$ cat src/rtl/input_conditioner.sv
// Button front end: two-flop synchronizer, per-button debounce, priority encoding,
// and a sticky last-press word with a pending/ack handshake for polling software.
module input_conditioner #(
  parameter int DEBOUNCE_CYCLES = 500000,
  parameter int CNT_W           = 19
) (
  input  logic        clk,
  input  logic        reset,
  input  logic        btn_left,
  input  logic        btn_right,
  input  logic        btn_up,
  input  logic        btn_down,
  input  logic        move_ack,
  output logic        left,
  output logic        right,
  output logic        up,
  output logic        down,
  output logic [15:0] movement,
  output logic        press_pulse,
  output logic [15:0] last_move,
  output logic        move_pending
);

  localparam int                 NBTN     = 4;
  localparam logic [CNT_W-1:0]   CNT_LAST = CNT_W'(DEBOUNCE_CYCLES - 1);

  localparam logic [15:0] CODE_NONE  = 16'd0;
  localparam logic [15:0] CODE_UP    = 16'd1;
  localparam logic [15:0] CODE_DOWN  = 16'd2;
  localparam logic [15:0] CODE_LEFT  = 16'd3;
  localparam logic [15:0] CODE_RIGHT = 16'd4;

  // Bit order everywhere: [0]=up, [1]=down, [2]=left, [3]=right (priority order).
  logic [NBTN-1:0]  raw;
  logic [NBTN-1:0]  s1;
  logic [NBTN-1:0]  s2;
  logic [NBTN-1:0]  stable;
  logic [NBTN-1:0]  stable_p1;
  logic [NBTN-1:0]  rise;
  logic [CNT_W-1:0] cnt [NBTN];

  logic [15:0] movement_q;
  logic        press_pulse_q;
  logic [15:0] last_move_q;
  logic        move_pending_q;

  function automatic logic [15:0] encode_dir(input logic [NBTN-1:0] b);
    logic [15:0] code;
    code = CODE_NONE;
    if (b[0])      code = CODE_UP;
    else if (b[1]) code = CODE_DOWN;
    else if (b[2]) code = CODE_LEFT;
    else if (b[3]) code = CODE_RIGHT;
    return code;
  endfunction

  assign raw = {btn_right, btn_left, btn_down, btn_up};

  // Stage: two-flop synchronizer for the asynchronous pins.
  always_ff @(posedge clk) begin
    if (!reset) begin
      s1 <= '0;
      s2 <= '0;
    end else begin
      s1 <= raw;
      s2 <= s1;
    end
  end

  // Stage: debounce -- stable flips only after DEBOUNCE_CYCLES consecutive disagreements.
  always_ff @(posedge clk) begin
    if (!reset) begin
      stable <= '0;
      for (int i = 0; i < NBTN; i++) cnt[i] <= '0;
    end else begin
      for (int i = 0; i < NBTN; i++) begin
        if (s2[i] == stable[i]) begin
          cnt[i] <= '0;
        end else if (cnt[i] == CNT_LAST) begin
          stable[i] <= s2[i];
          cnt[i]    <= '0;
        end else begin
          cnt[i] <= cnt[i] + 1'b1;
        end
      end
    end
  end

  assign rise = stable & ~stable_p1;

  // Stage: edge history, held-state encoding and press/handshake bookkeeping.
  always_ff @(posedge clk) begin
    if (!reset) begin
      stable_p1      <= '0;
      movement_q     <= '0;
      press_pulse_q  <= 1'b0;
      last_move_q    <= '0;
      move_pending_q <= 1'b0;
    end else begin
      stable_p1     <= stable;
      movement_q    <= encode_dir(stable);
      press_pulse_q <= |rise;
      if (|rise) begin
        // A press beats a same-cycle ack so the new code is never lost.
        last_move_q    <= encode_dir(rise);
        move_pending_q <= 1'b1;
      end else if (move_ack) begin
        move_pending_q <= 1'b0;
      end
    end
  end

  assign up           = stable[0];
  assign down         = stable[1];
  assign left         = stable[2];
  assign right        = stable[3];
  assign movement     = movement_q;
  assign press_pulse  = press_pulse_q;
  assign last_move    = last_move_q;
  assign move_pending = move_pending_q;

endmodule

$ cat config.mk
export PLATFORM = sky130hd
export DESIGN_NAME = input_conditioner
export DESIGN_NICKNAME = d
export VERILOG_FILES = /design/src/rtl/input_conditioner.sv
export SDC_FILE = /design/constraint.sdc
export NUM_CORES = 1
export LEC_CHECK = 0
export CORE_UTILIZATION = 58
export CTS_CLUSTER_DIAMETER = 80
export DETAILED_ROUTE_END_ITERATION = 8
export PLACE_DENSITY_LB_ADDON = 0.1
export SYNTH_ARGS = -nofsm -noshare
export SYNTH_HDL_FRONTEND = slang
export SYNTH_SLANG_ARGS = --single-unit
$ cat constraint.sdc
create_clock -name clk -period 2.6 [get_ports clk]
set_clock_uncertainty 0.2 [all_clocks]
set_input_delay 0.52 -clock clk [delete_from_list [all_inputs] [get_ports clk]]
set_output_delay 0.52 -clock clk [all_outputs]
set_load 0.005 [all_outputs]
==> reports/metrics.csv, run 1 <==
stage;metric;value;unit
status;status;finished, final reports clean;
grt;grt_overflow_total;0;
synthesis;ys.flop_type;edfxtp_1;
floorplan;core;0.00872;sq mm
worst_hold_path;min_path_type;flop to flop;
synthesis;yosys-top-cells-count;76 x edfxtp_1, 65 x nor2_1, 38 x nand2_1;
drt;drt-pass1-iter-count;4;
synthesis;yosys-mux-area-fraction;0.576;%
power_and_ir_drop;power_density;503;mW/mm^2
job;maxCapViolCount;0;
setup_path;critPathRequiredTime;2.52;ns
clock_tree;clockBufferDepth;2;
sta;fin_crit;2.40;ns
power_and_ir_drop;leakagePower;0.00214;uW
sta;drv_slew;0;
drt;top_layer;met4;
drt;drt-met1-wl;4340;um
setup_path;rr_worst_depth;5;
clock_tree;post_cts_resized;0;
synthesis;synth_top_cell_by_area;edfxtp_1;
synthesis;postSynthAreaPerCell;10.5;sq um
sta;setup_viol;0;
place;hpwl;6520;um
drt;wirelength;8750;um
sta;rsz0062_at_grt;no;
drt;via_count;3699;
sta;hold_violations;0;
synthesis;ys_seq_area_share;53.0;%
clock_tree;numClockSinks;100;
place;place_congestion;0.899;
finish;seq_area;0.00276;sq mm
setup_path;crit_cells;5;
floorplan;dieWidth;96.8;um
power_and_ir_drop;ir_drop;319;uV
setup_path;crit_path_start;cnt[3][10];
drt;wire_per_inst;12.3;um
drt;drt_drc_violations_left;0;
clock_tree;tritoncts;done;
synthesis;synth_edf_count;76;
sta;fin_crit_sh;92.1;%
setup_path;crit_path_end;cnt[3][3];
synthesis;synth_area;0.00522;sq mm
setup_path;worstPathMaxFanout;17;
drt;postRouteAntennaNets;0;
place;io_buffers;18;
synthesis;netlist_instances;497;
grt;grt_pass1_vias;3382;
grt;grt_max_degree;18;
synthesis;yosys_warnings;0;
clock_tree;h-tree-depth;3;
setup_path;worst-path-buf-inv;1;
grt;grt_pass1_wl;15000;um
floorplan;start_util;59.8;%
setup_path;slowest_stage;or4_4;
synthesis;synth_top_area_share;43.8;%
drt;route.met3.wl;248;um
synthesis;synth_simple_gate_area_share;24.9;%
synthesis;yosysMostFrequentCell;edfxtp_1;
floorplan;fp.dieArea;0.00937;sq mm
grt;track_usage;19.5;%
clock_tree;ctsHoldBuffers;0;
finish;fillers;693;
clock_tree;cts_setup_buffers;0;
synthesis;yosysUniqueCellTypes;46;
finish;nNetsFinal;612;
clock_tree;cts.clk_slew.worst_paths;0.10;ns
setup_path;worstPathArrival;2.31;ns
synthesis;synth_top_cells_by_area;edfxtp_1 44%, dfxtp_1 9.2%, xor2_1 5.4%;
drt;drt_iter0_drc;104;
setup_path;cp-start-kind;flop;
setup_path;path_cells;or4b_1, or4_4, o21bai_4, buf_12, nor2_1;
clock_tree;cts_buffers;9;
setup_path;crit_path_end_kind;flop;
finish;final_layout_size_suffix_gt1_share;6.77;%
clock_tree;cts_root_buf;clkbuf_8;
synthesis;synth_compound_area_share;6.19;%
setup_path;regToRegEndpoint;cnt[3][3];
synthesis;ys_async_sr_fraction;0;%
setup_path;critical-path-max-stage-delay;0.58;ns
synthesis;synthAdderAreaFrac;0.960;%
synthesis;yosys.area_share.xor_xnor;8.90;%
floorplan;rows;34;
sta;fin_tns_setup;0;ns
synthesis;synth_top_family_by_area;simple AND/OR/NAND/NOR gates;
grt;antenna_found_initial;0;
finish;fin_util;68.5;%
finish;n_antenna_cell;0;
clock_tree;insertion_delay;0.36;ns
finish;area_growth;14.5;%
floorplan;die-height;96.8;um
setup_path;crit_type;flop to flop;
finish;multi_input_comb_area;0.00255;sq mm
sta;max_freq;0.417;GHz
drt;via_per_inst;5.18;
setup_path;worstReg2RegStart;cnt[3][10];
drt;met2_length;4040;um
setup_path;ff2ff_setup_slack;0.20;ns
floorplan;io_pins;45;
synthesis;yosys_register_bits;100;
setup_path;cp_top_family;simple AND/OR/NAND/NOR gates;
## cell type report
class | instances | share of cell area [%]
well taps | 108 | 2.26
flip-flops and latches | 100 | 46.3
multi-input cells | 450 | 42.6
clock inverters | 5 | 1.01
repair buffers | 29 | 4.61
clock buffers | 11 | 2.54
inverters | 11 | 0.691
## routing by layer
layer	vias to the layer above	GRT usage, %
li1	1906	-
met1	1731	27.2
met2	53	30.4
met3	9	2.96
met4	0	8.50
met5	-	0
## sequential cells by signal, indices dropped and copies added (netlist names)
register	cells
move_pending	1
press_pulse	1
s2	4
s1	4
movement	3
stable	4
last_move	3
stable_p1	4
cnt	76
## worst min-delay path by stage
stage,start,endpoint,slack [ns],cells past startpoint
floorplan,s1[0],s2[0],0.21,1
global placement,s1[0],s2[0],0.22,1
detailed placement,s1[0],s2[0],0.22,1
CTS,s1[0],s2[0],0.24,1
global route,s1[0],s2[0],0.25,1
finish,s1[0],s2[0],0.24,1
## where the power goes
| group | total (uW) | switching (uW) | internal, uW |
|---|---|---|---|
| combinational | 138 | 80.5 | 58.0 |
| sequential | 1840 | 63.2 | 1770 |
| clock | 1030 | 533 | 499 |
## logic make-up (layout without fill, tap and decap cells)
| group | count (synthesis) | in the layout |
|---|---|---|
| flip-flops | 100 | 100 |
| AO/OA/AOI/OAI | 49 | 49 |
| multiplexers | 3 | 3 |
| XOR/XNOR | 53 | 53 |
| adder cells (fa/ha/maj) | 4 | 4 |
| AND/OR/NAND/NOR | 239 | 239 |
| buffers and inverters | 47 | 56 |
| other | 2 | 102 |
## cell usage in the layout, fill, tap and decap left out, drive strengths merged, types with 2 or more instances in the layout
cell type	n
conb	102
edfxtp	76
nor2	65
nand2	38
xor2	32
nand4	27
dfxtp	24
nand3	22
xnor2	21
a21oi	20
clkdlybuf4s50	18
and2	14
nor4	13
or4	13
o31ai	12
inv	11
o21ai	11
clkbuf	11
buf	11
or3	11
and4	8
nor3	7
and3	5
nor2b	5
ha	4
or4b	4
mux2i	3
clkinv	3
nand2b	2
o21a	2
o21bai	2
## stage by stage
step	hold WS, ns	setup slack, ns	total power (uW)	instances	instance area [sq um]
floorplan	0.212	0.221	1990	597	5590
global placement	0.219	0.267	2000	698	5760
detailed placement	0.218	0.211	2010	698	5760
CTS	0.239	0.194	3030	714	5970
global route	0.254	0.0429	3110	714	5970
finish	0.239	0.205	3010	714	5970
Note: power is estimated with default switching activity, not from simulation.
==> run 2: changes to the inputs <==
SKIP_LAST_GASP = 1   (was unset)
TNS_END_PERCENT = 20   (was unset)
==> results of run 2 <==
The final DEF is identical to that of run 1; final timing and power are the same.
